==> src/rtl/timer_ctrl.sv <==
// Control FSM for a 4-digit mm:ss countdown timer with alarm.
// Define TIMER_CTRL_BLINK_EN to make alarm toggle on each tick in ALARM.
module timer_ctrl #(
  parameter int ALARM_TICKS = 10
) (
  input  logic       clk,
  input  logic       reset,
  input  logic       tick,
  input  logic       start,
  input  logic       stop,
  input  logic       clear,
  input  logic [3:0] zero,
  output logic       load,
  output logic [3:0] digit_en,
  output logic       direction,
  output logic       alarm,
  output logic [1:0] state
);

  typedef enum logic [1:0] {
    IDLE  = 2'd0,
    RUN   = 2'd1,
    PAUSE = 2'd2,
    ALARM = 2'd3
  } state_t;

  localparam logic [7:0] LAST_TICK = 8'(ALARM_TICKS - 1);

  state_t     st;
  logic [7:0] alm_cnt;
  logic       all_zero;
  logic       cnt_en;

  assign all_zero  = (zero == 4'hF);
  assign direction = 1'b0;
  assign state     = st;

  // A tick with clear is dropped; with stop it still counts.
  assign cnt_en = tick & (st == RUN) & ~all_zero & ~clear;

  // Borrow cascade: a digit steps only when all lower digits are zero.
  always_comb begin
    digit_en    = 4'b0000;
    digit_en[0] = cnt_en;
    digit_en[1] = cnt_en & zero[0];
    digit_en[2] = cnt_en & (&zero[1:0]);
    digit_en[3] = cnt_en & (&zero[2:0]);
  end

  always_ff @(posedge clk or negedge reset) begin
    if (!reset) begin
      st      <= IDLE;
      load    <= 1'b0;
      alarm   <= 1'b0;
      alm_cnt <= 8'd0;
    end else begin
      load <= 1'b0;
      if (clear) begin
        st      <= IDLE;
        load    <= 1'b1;
        alarm   <= 1'b0;
        alm_cnt <= 8'd0;
      end else begin
        unique case (st)
          IDLE: begin
            if (!stop && start && !all_zero)
              st <= RUN;
          end
          RUN: begin
            unique case (1'b1)
              stop: st <= PAUSE;
              all_zero: begin
                st      <= ALARM;
                alarm   <= 1'b1;
                alm_cnt <= 8'd0;
              end
              default: ;
            endcase
          end
          PAUSE: begin
            unique case (1'b1)
              stop: begin
                st   <= IDLE;
                load <= 1'b1;
              end
              start: st <= RUN;
              default: ;
            endcase
          end
          ALARM: begin
            if (stop || (tick && alm_cnt == LAST_TICK)) begin
              st      <= IDLE;
              load    <= 1'b1;
              alarm   <= 1'b0;
              alm_cnt <= 8'd0;
            end else if (tick) begin
              alm_cnt <= alm_cnt + 8'd1;
`ifdef TIMER_CTRL_BLINK_EN
              alarm   <= ~alarm;
`else
              alarm   <= 1'b1;
`endif
            end
          end
          default: st <= IDLE;
        endcase
      end
    end
  end

endmodule
==> config.mk <==
export PLATFORM = sky130hd
export DESIGN_NAME = timer_ctrl
export DESIGN_NICKNAME = d
export VERILOG_FILES = /design/src/rtl/timer_ctrl.sv
export SDC_FILE = /design/constraint.sdc
export NUM_CORES = 1
export LEC_CHECK = 0
export BUFFER_PORTS_ARGS = -buffer_cell sky130_fd_sc_hd__buf_2
export CAP_MARGIN = 15
export CORE_MARGIN = 2
export CORE_UTILIZATION = 33
export CTS_CLUSTER_DIAMETER = 30
export DETAILED_ROUTE_END_ITERATION = 16
export SLEW_MARGIN = 20
export SYNTH_ARGS = -nofsm -noshare
export SYNTH_HDL_FRONTEND = slang
export SYNTH_SLANG_ARGS = --single-unit
==> constraint.sdc <==
create_clock -name clk -period 2.25 [get_ports clk]
set_input_delay 0.45 -clock clk [delete_from_list [all_inputs] [get_ports clk]]
set_output_delay 0.45 -clock clk [all_outputs]
set_load 0.01 [all_outputs]
---- Word level (Yosys, flattened, before mapping) ----
Cells that the tools add are included.
word-level totals
  logic and storage cells ................. 56
  output and inout bits ................... 9
  bits in read-only memories .............. 0
  memories ................................ 0
  register bits ........................... 12
  bits in writable memories ............... 0
  latch bits .............................. 0
  bits of input ports ..................... 10
cells by class
  magnitude comparators ................... 0
  $add $sub $neg .......................... 1
  shift operators ......................... 0
  reduce and logical (&&, ||, !) cells .... 12
  multiply operators ...................... 0
  multiplexer cells ....................... 20
  div/mod/pow operators ................... 0
  equal/unequal tests ..................... 11
  bitwise gates (word level) .............. 8
operators by type and width
  operator                                        count
  two-way mux 8 bit                               4
  one-hot mux 8 bit (2 select lines)              1
  inequality test 4 bit (second input constant)   3
  inequality test 3 bit (second input constant)   3
  adder 8 x 1 -> 8 bit (second input constant)    1
  == test 8 x 4 -> 1 bit (second input constant)  1
  one-hot mux 2 bit (2 select lines)              2
  one-hot mux 2 bit (4 select lines)              1
  two-way mux 1 bit                               7
  AND 1 bit                                       6
  two-way mux 2 bit                               3
  AND reduction 3 bit                             2
  == test 2 bit (second input constant)           2
  == test 4 bit (second input constant)           1
  one-hot mux 1 bit (2 select lines)              2
  AND reduction 4 bit                             1
  logical AND 1 bit                               3
  nonzero test 3 bit                              1
  == test 2 x 1 -> 1 bit (second input constant)  1
  zero test 1 bit                                 2
  zero test 2 bit                                 1
  NOT 1 bit                                       2
  AND reduction 2 bit                             1
  logical OR 1 bit                                1

---- Longest topological paths before layout ----
Gate-level depths: netlist of run 1.
  depth in word-level cells ............... 6
  mapped depth ............................ 7
  mapped depth without buffers ............ 6

---- Least setup slack after synthesis of run 1 ----
Ideal clock, no wire load.
  path kind ............................... reg2reg
  from .................................... reg alm_cnt[1]
  to ...................................... reg alm_cnt[3]
  period minus slack after synthesis ...... 1.758 ns
  setup slack ............................. 0.492 ns
  arrival time ............................ 1.634 ns
  data required time ...................... 2.126 ns
  path buffers ............................ 0
  setup time .............................. 0.124 ns
  stages on the path, launching flop included .. 7
  cells stage by stage .................... dfrtp_1 > inv_1 > ha_1 > or4bb_1 > o21ba_4 > and3_1 > a211o_1
on the way
  word-level cells in the longest chain between the ends .. 6
  elaborated cells between the ends (all ways) .. 10
  classes of those cells .................. add/sub: 1; eq/ne: 2; mux: 4; reduce/logical: 3
ends and longest elaborated chain
  what                                                                          line  RTL
  start, declared                                                               30    logic [7:0] alm_cnt;
  start signal, assigned                                                        97    alm_cnt <= alm_cnt + 8'd1;
  parallel branches: the longest is 6 deep, another holds adder 8 x 1 -> 8 bit  --
Several ways; the timed one is not identified. The select of a mux whose other input is x is not followed.
A chain may end at the register's enable or synchronous reset.

---- Final worst setup path of run 1 ----
  from .................................... reg st[0], in the netlist state[0]
  to ...................................... out digit_en[3]
on the way
  word-level cells in the longest chain between the ends .. 5
ends and longest elaborated chain
  what                    line  RTL
  start, declared         29    state_t st;
  start signal, assigned  52    st <= IDLE;
  start signal, assigned  59    st <= IDLE;
  start signal, assigned  67    st <= RUN;
  == test 2 x 1 -> 1 bit  39    assign cnt_en = tick & (st == RUN) & ~all_zero & ~clear;
  AND 1 bit (3 in a row)  39
  AND 1 bit               47    digit_en[3] = cnt_en & (&zero[2:0]);
  end, declared           14    output logic [3:0] digit_en,
No other way between the ends.

==> flow_summary_export.csv, run 1 <==
group,metric,value,unit
outcome,status,"completed",
die,start_util,0.3513,
timing,fin_crit_sh,0.9239,
synth,synth-simple-area-share,0.2695,
clock_tree,cts_sinks,12,
timing,skew,10.09,ps
clock_tree,cts_tree,"done",
die,dieArea,2783,sq um
synth,ys.flop_type,"dfrtp_1",
place,portBuffers,17,
detailed_routing,post_drt_wl_per_cell,13.23,um
detailed_routing,drt_pass1_iterations,4,
final_layout,syn_to_final_growth,15.95,%
clock_tree,postCtsSetupBuffers,0,
final_layout,fillCellCount,236,
synth,synth-edff-count,0,
detailed_routing,drt_wl_total,1707,um
timing,period_needed,2079,ps
die,rows,17,
timing,setup_violations,0,
timing,fmax,481.0,MHz
die,die_h,52.76,um
place,dpl.hpwl,1252,um
clock_tree,htreeDepth,1,
synth,ys_seq_area_frac,0.3828,
critical_path,critPathKind,"reg -> out",
synth,synthAdderAreaFrac,0.03190,
synth,async_flop_share,1.000,
detailed_routing,ant_nets,0,
global_routing,grt_usage,0.1439,
clock_tree,clkSlewWorstSetupHoldPaths,80,ps
global_routing,grt_pass1_vias,637,
min_path,hold_class,"in -> async",
synth,syn_inst,84,
global_routing,grt_max_degree,15,
place,dp_worst_setup_slack,365.4,ps
die,fp.dieW,52.76,um
critical_path,worstSetupEndpointType,"output pin",
synth,synth_top_family_by_area,"simple AND/OR/NAND/NOR gates",
synth,ys_seq_elements,12,
final_layout,drive_gt1_frac,0.2475,
detailed_routing,viasPerCell,5.543,
critical_path,cp_data_arrival_time,1630,ps
critical_path,critical_path_required,1800,ps
power,ir_worst_vdd,329.7,uV
global_routing,grt_pass1_wl,2863,um
final_layout,multi_input_area,441.7,sq um
synth,ys_types,40,
power,power_density,496.3,nW/um^2
die,io_pins,19,
critical_path,cp-start-kind,"flop",
critical_path,cp_max_fo,10,
synth,synth_area,784.5,sq um
timing,rsz0062_at_grt,"no",
clock_tree,cts_buffers,3,
clock_tree,clock_latency,290,ps
synth,yosysWarnings,0,
clock_tree,root_buffer,"clkbuf_4",
timing,slew_viol_final,0,
synth,synth_compound_area_frac,0.2440,
final_layout,nNetsFinal,114,
final_layout,n_antenna_cell,0,
final_layout,fin_util,0.4073,
clock_tree,cts.path.max_buffers,2,
detailed_routing,drt_iter0_drc,12,
synth,syn_nets,96,
synth,synthXorXnorAreaFrac,0,
detailed_routing,route.detailed.drc,0,
global_routing,antenna_found_initial,0,
place,gp_congestion,0.8759,
run,drv_cap,0,
clock_tree,hold_buffers,0,
timing,fin_tns_setup,0,ps
die,core_area,2233,sq um
synth,postSynthAreaPerCell,9.339,sq um
power,cellLeakagePower,0.4480,nW
global_routing,overflow,0,
clock_tree,cts_resized,0,
timing,worst_slack,171.2,ps
final_layout,seq_area,300.3,sq um
synth,synth.area.mux_share,0.01276,
detailed_routing,route.vias.total,715,
timing,hold_viol,0,
worst paths after layout:
path / to / slack (ps) / cells past startpoint / start
max in group asynchronous: alm_cnt[6]$_DFFE_PN0P_ / 2000 / 1 / reset
min: state[1]$_DFFE_PN0P_ / 20 / 1 / reset
max: digit_en[3] / 170 / 5 / state[0]$_DFFE_PN0P_
min in group clk: load$_DFF_PN0_ / 450 / 2 / clear
max reg2reg: alm_cnt[3]$_DFFE_PN0P_ / 370 / 6 / alm_cnt[1]$_DFFE_PN0P_
min reg2reg: alm_cnt[7]$_DFFE_PN0P_ / 520 / 1 / alm_cnt[7]$_DFFE_PN0P_
routing by layer:
metal,part of all wire,routed length [um],GRT usage
met5,0,0,0
met4,0.020,34,0.07692
met3,0.070,119,0.04571
met2,0.44,747,0.2354
met1,0.47,806,0.1652
power breakdown:
part / internal, mW / leakage, nW / total [mW] / switching, mW
clock: 0.0987 / 0.0210 / 0.178 / 0.0796
combinational: 0.0201 / 0.262 / 0.0491 / 0.0291
sequential: 0.219 / 0.165 / 0.224 / 0.00529
cell families after synthesis:
logic type	after synthesis
other	1
adders and majority gates	2
muxes	1
buffers and inverters	7
and+or+nand+nor	34
AOI/OAI and AO/OA	27
DFF	12
placed cells by master (no fill, tap or decap), types with 2 or more instances in the layout:
cell type / count
nand4_1: 2
o21ai_1: 2
nor2_1: 4
buf_2: 17
nor2b_1: 3
o21ai_0: 6
ha_1: 2
a21o_1: 2
a21oi_1: 2
a31oi_1: 5
nand2_1: 6
clkbuf_4: 3
inv_1: 3
a41o_1: 2
nor3_1: 2
and3_1: 5
dfrtp_1: 12
layout make-up:
cell class,count,area share
multi-input cells,65,0.4856
well taps,28,0.03851
flip-flops and latches,12,0.3301
clock buffers,4,0.03989
repair buffers,17,0.09354
inverters,3,0.01238
registers in the layout (all words and copies together), names as in the netlist:
| name | cells |
|---|---|
| load | 1 |
| alarm | 1 |
| alm_cnt | 8 |
| state | 2 |
per-stage QoR:
stage	cells	hold slack, ps	instance area, sq um	power, mW
after floorplan	84	154.4	784.5	0.2528
after global placement	125	352.0	873.3	0.2758
after detailed placement	125	347.8	873.3	0.2778
after CTS	129	35.13	909.6	0.4567
after global routing	129	39.53	909.6	0.4751
final	129	23.45	909.6	0.4514
worst max-delay path: stages (launching register included):
cell and delay, ps:
dfrtp_1 520, nor2b_1 250, nand2_1 80, nor2_1 160, and4_1 200, buf_2 120
cell usage after synthesis, types with 2 or more instances:
cell	number	area share
a21o_1	2	0.019
a21oi_1	2	0.013
a31oi_1	5	0.040
a41o_1	2	0.026
and3_1	5	0.040
buf_4	2	0.019
dfrtp_1	12	0.38
ha_1	2	0.032
inv_1	3	0.014
nand2_1	6	0.029
nand4_1	2	0.016
nor2_1	4	0.019
nor2b_1	3	0.024
nor3_1	2	0.013
o21ai_0	6	0.038
o21ai_1	2	0.013
(Power assumes the default switching activity.)
==> run 2, diff against run 1 <==
Settings changed: CTS_BUF_LIST from default to sky130_fd_sc_hd__clkbuf_8.
==> run 2 against run 1 <==
Design area grew 2.1%. Register-to-register slack is essentially flat. Clock skew shrank 4.7 ps. First-iteration DRC count shrank 17%. Global-route usage grew 0.060 points. Clock power grew 35%. Critical path type unchanged.
==> flow_summary_export.csv, run 2 (synthesis results as in run 1) <==
group,metric,value,unit
critical_path,startpoint,"state[0]$_DFFE_PN0P_",
final_layout,syn_to_final_growth,18.34,%
power,pwr-share-clk,0.468,
final_layout,drive_gt1_frac,0.2475,
detailed_routing,post_drt_wl_per_cell,13.34,um
clock_tree,cts_tree,"done",
critical_path,cp_data_arrival_time,1570,ps
detailed_routing,route.vias.total,717,
critical_path,cp-start-kind,"flop",
final_layout,nNetsFinal,114,
global_routing,grt_max_degree,15,
critical_path,crit_path_end,"digit_en[3]",
die,dieArea,2783,sq um
die,io_pins,19,
power,power_density,554.1,nW/um^2
final_layout,fin_util,0.4157,
timing,skew,5.428,ps
die,core_area,2233,sq um
power,ir_worst_vdd,454.5,uV
die,fp.dieW,52.76,um
final_layout,top_register,"alm_cnt",
global_routing,grt_pass1_wl,2877,um
die,start_util,0.3513,
outcome,status,"completed",
clock_tree,htreeDepth,1,
detailed_routing,drt_pass1_iterations,4,
timing,setup_violations,0,
critical_path,rrSetupSlack,370,ps
timing,fin_crit_sh,0.8987,
clock_tree,cts_resized,0,
global_routing,overflow,0,
final_layout,largest_register_ffs,8,
die,die_h,52.76,um
clock_tree,clock_latency,250,ps
clock_tree,root_buffer,"clkbuf_8",
global_routing,grt_pass1_vias,638,
timing,slew_viol_final,0,
power,power_frac_seq,0.436,
critical_path,r2r_end,"alm_cnt[3]$_DFFE_PN0P_",
final_layout,mostFrequentLayoutCells,"17 x buf_2, 12 x dfrtp_1, 6 x nand2_1, 6 x o21ai_0",
power,p_int,0.3943,mW
min_path,hold_class,"in -> async",
power,netSwitchingFraction,0.2335,
critical_path,critPathKind,"reg -> out",
run,drv_cap,0,
clock_tree,cts.path.max_buffers,2,
clock_tree,clkSlewWorstSetupHoldPaths,60,ps
detailed_routing,route.detailed.drc,0,
timing,fmax,494.5,MHz
timing,fin_tns_setup,0,ps
timing,hold_viol,0,
power,cellLeakagePower,0.4557,nW
timing,rsz0062_at_grt,"no",
detailed_routing,drt_iter0_drc,10,
detailed_routing,drt_wl_total,1721,um
detailed_routing,ant_nets,0,
critical_path,cp_max_fo,10,
clock_tree,postCtsSetupBuffers,0,
power,p_comb_frac,0.096,
final_layout,final_common_cell,"buf_2",
detailed_routing,viasPerCell,5.558,
place,dpl.hpwl,1252,um
die,rows,17,
power,switchingPower,0.1201,mW
place,portBuffers,17,
critical_path,r2r_cells,6,
critical_path,reg2reg_from,"alm_cnt[1]$_DFFE_PN0P_",
clock_tree,hold_buffers,0,
clock_tree,cts_sinks,12,
place,gp_congestion,0.8759,
critical_path,critical_path_required,1800,ps
global_routing,antenna_found_initial,0,
clock_tree,cts_buffers,3,
critical_path,worstSetupEndpointType,"output pin",
final_layout,n_antenna_cell,0,
global_routing,grt_usage,0.1445,
timing,period_needed,2022,ps
## run 2: metrics by stage
step | hold WS, ps | setup slack, ps | area, sq um | total power, mW | cells
2_1_floorplan | 154.4 | 491.8 | 784.5 | 0.2528 | 84
3_3_place_gp | 352.0 | 406.9 | 873.3 | 0.2758 | 125
3_5_place_dp | 347.8 | 365.4 | 873.3 | 0.2778 | 125
4_1_cts | 80.91 | 208.0 | 928.4 | 0.5216 | 129
5_1_grt | 93.14 | 83.53 | 928.4 | 0.5401 | 129
6_report | 71.15 | 227.8 | 928.4 | 0.5144 | 129
## run 2: metal layers
layer,share of wire,vias to the layer above,wire length [um],GRT usage
met5,0,-,0,0
met4,0.022,0,38,0.06410
met3,0.070,4,120,0.05429
met2,0.44,22,755,0.2354
met1,0.47,340,807,0.1670
li1,-,351,-,-
## run 2: cell type report
cell class | instances | area [sq um]
clock buffer | 4 | 55.05
fill | 240 | 1305
inverter | 3 | 11.26
multi-input combinational | 65 | 441.7
sequential | 12 | 300.3
tap | 28 | 35.03
timing repair buffer | 17 | 85.08
## run 2: how the worst min path moves through the flow
stage	from	endpoint	slack (ps)	depth (start not counted)
global route	reset	alarm$_DFFE_PN0P_	90	1
CTS	reset	state[1]$_DFFE_PN0P_	80	1
finish	reset	state[1]$_DFFE_PN0P_	70	1
floorplan	reset	alarm$_DFFE_PN0P_	150	0
global placement	reset	state[1]$_DFFE_PN0P_	350	1
detailed placement	reset	state[1]$_DFFE_PN0P_	350	1
## run 2: worst max-delay path, stage by stage (launching register included)
cell     delay [ps]
dfrtp_1         500
nor2b_1         250
nand2_1          90
nor2_1          160
and4_1          200
buf_2           120
## run 2: power groups by stage
stage	combinational, mW	sequential (mW)	clock (mW)
after floorplan	0.0240	0.229	0
after global placement	0.0481	0.228	0
after detailed placement	0.0495	0.228	0
after CTS	0.0496	0.224	0.248
after global routing	0.0550	0.225	0.260
final	0.0492	0.224	0.241
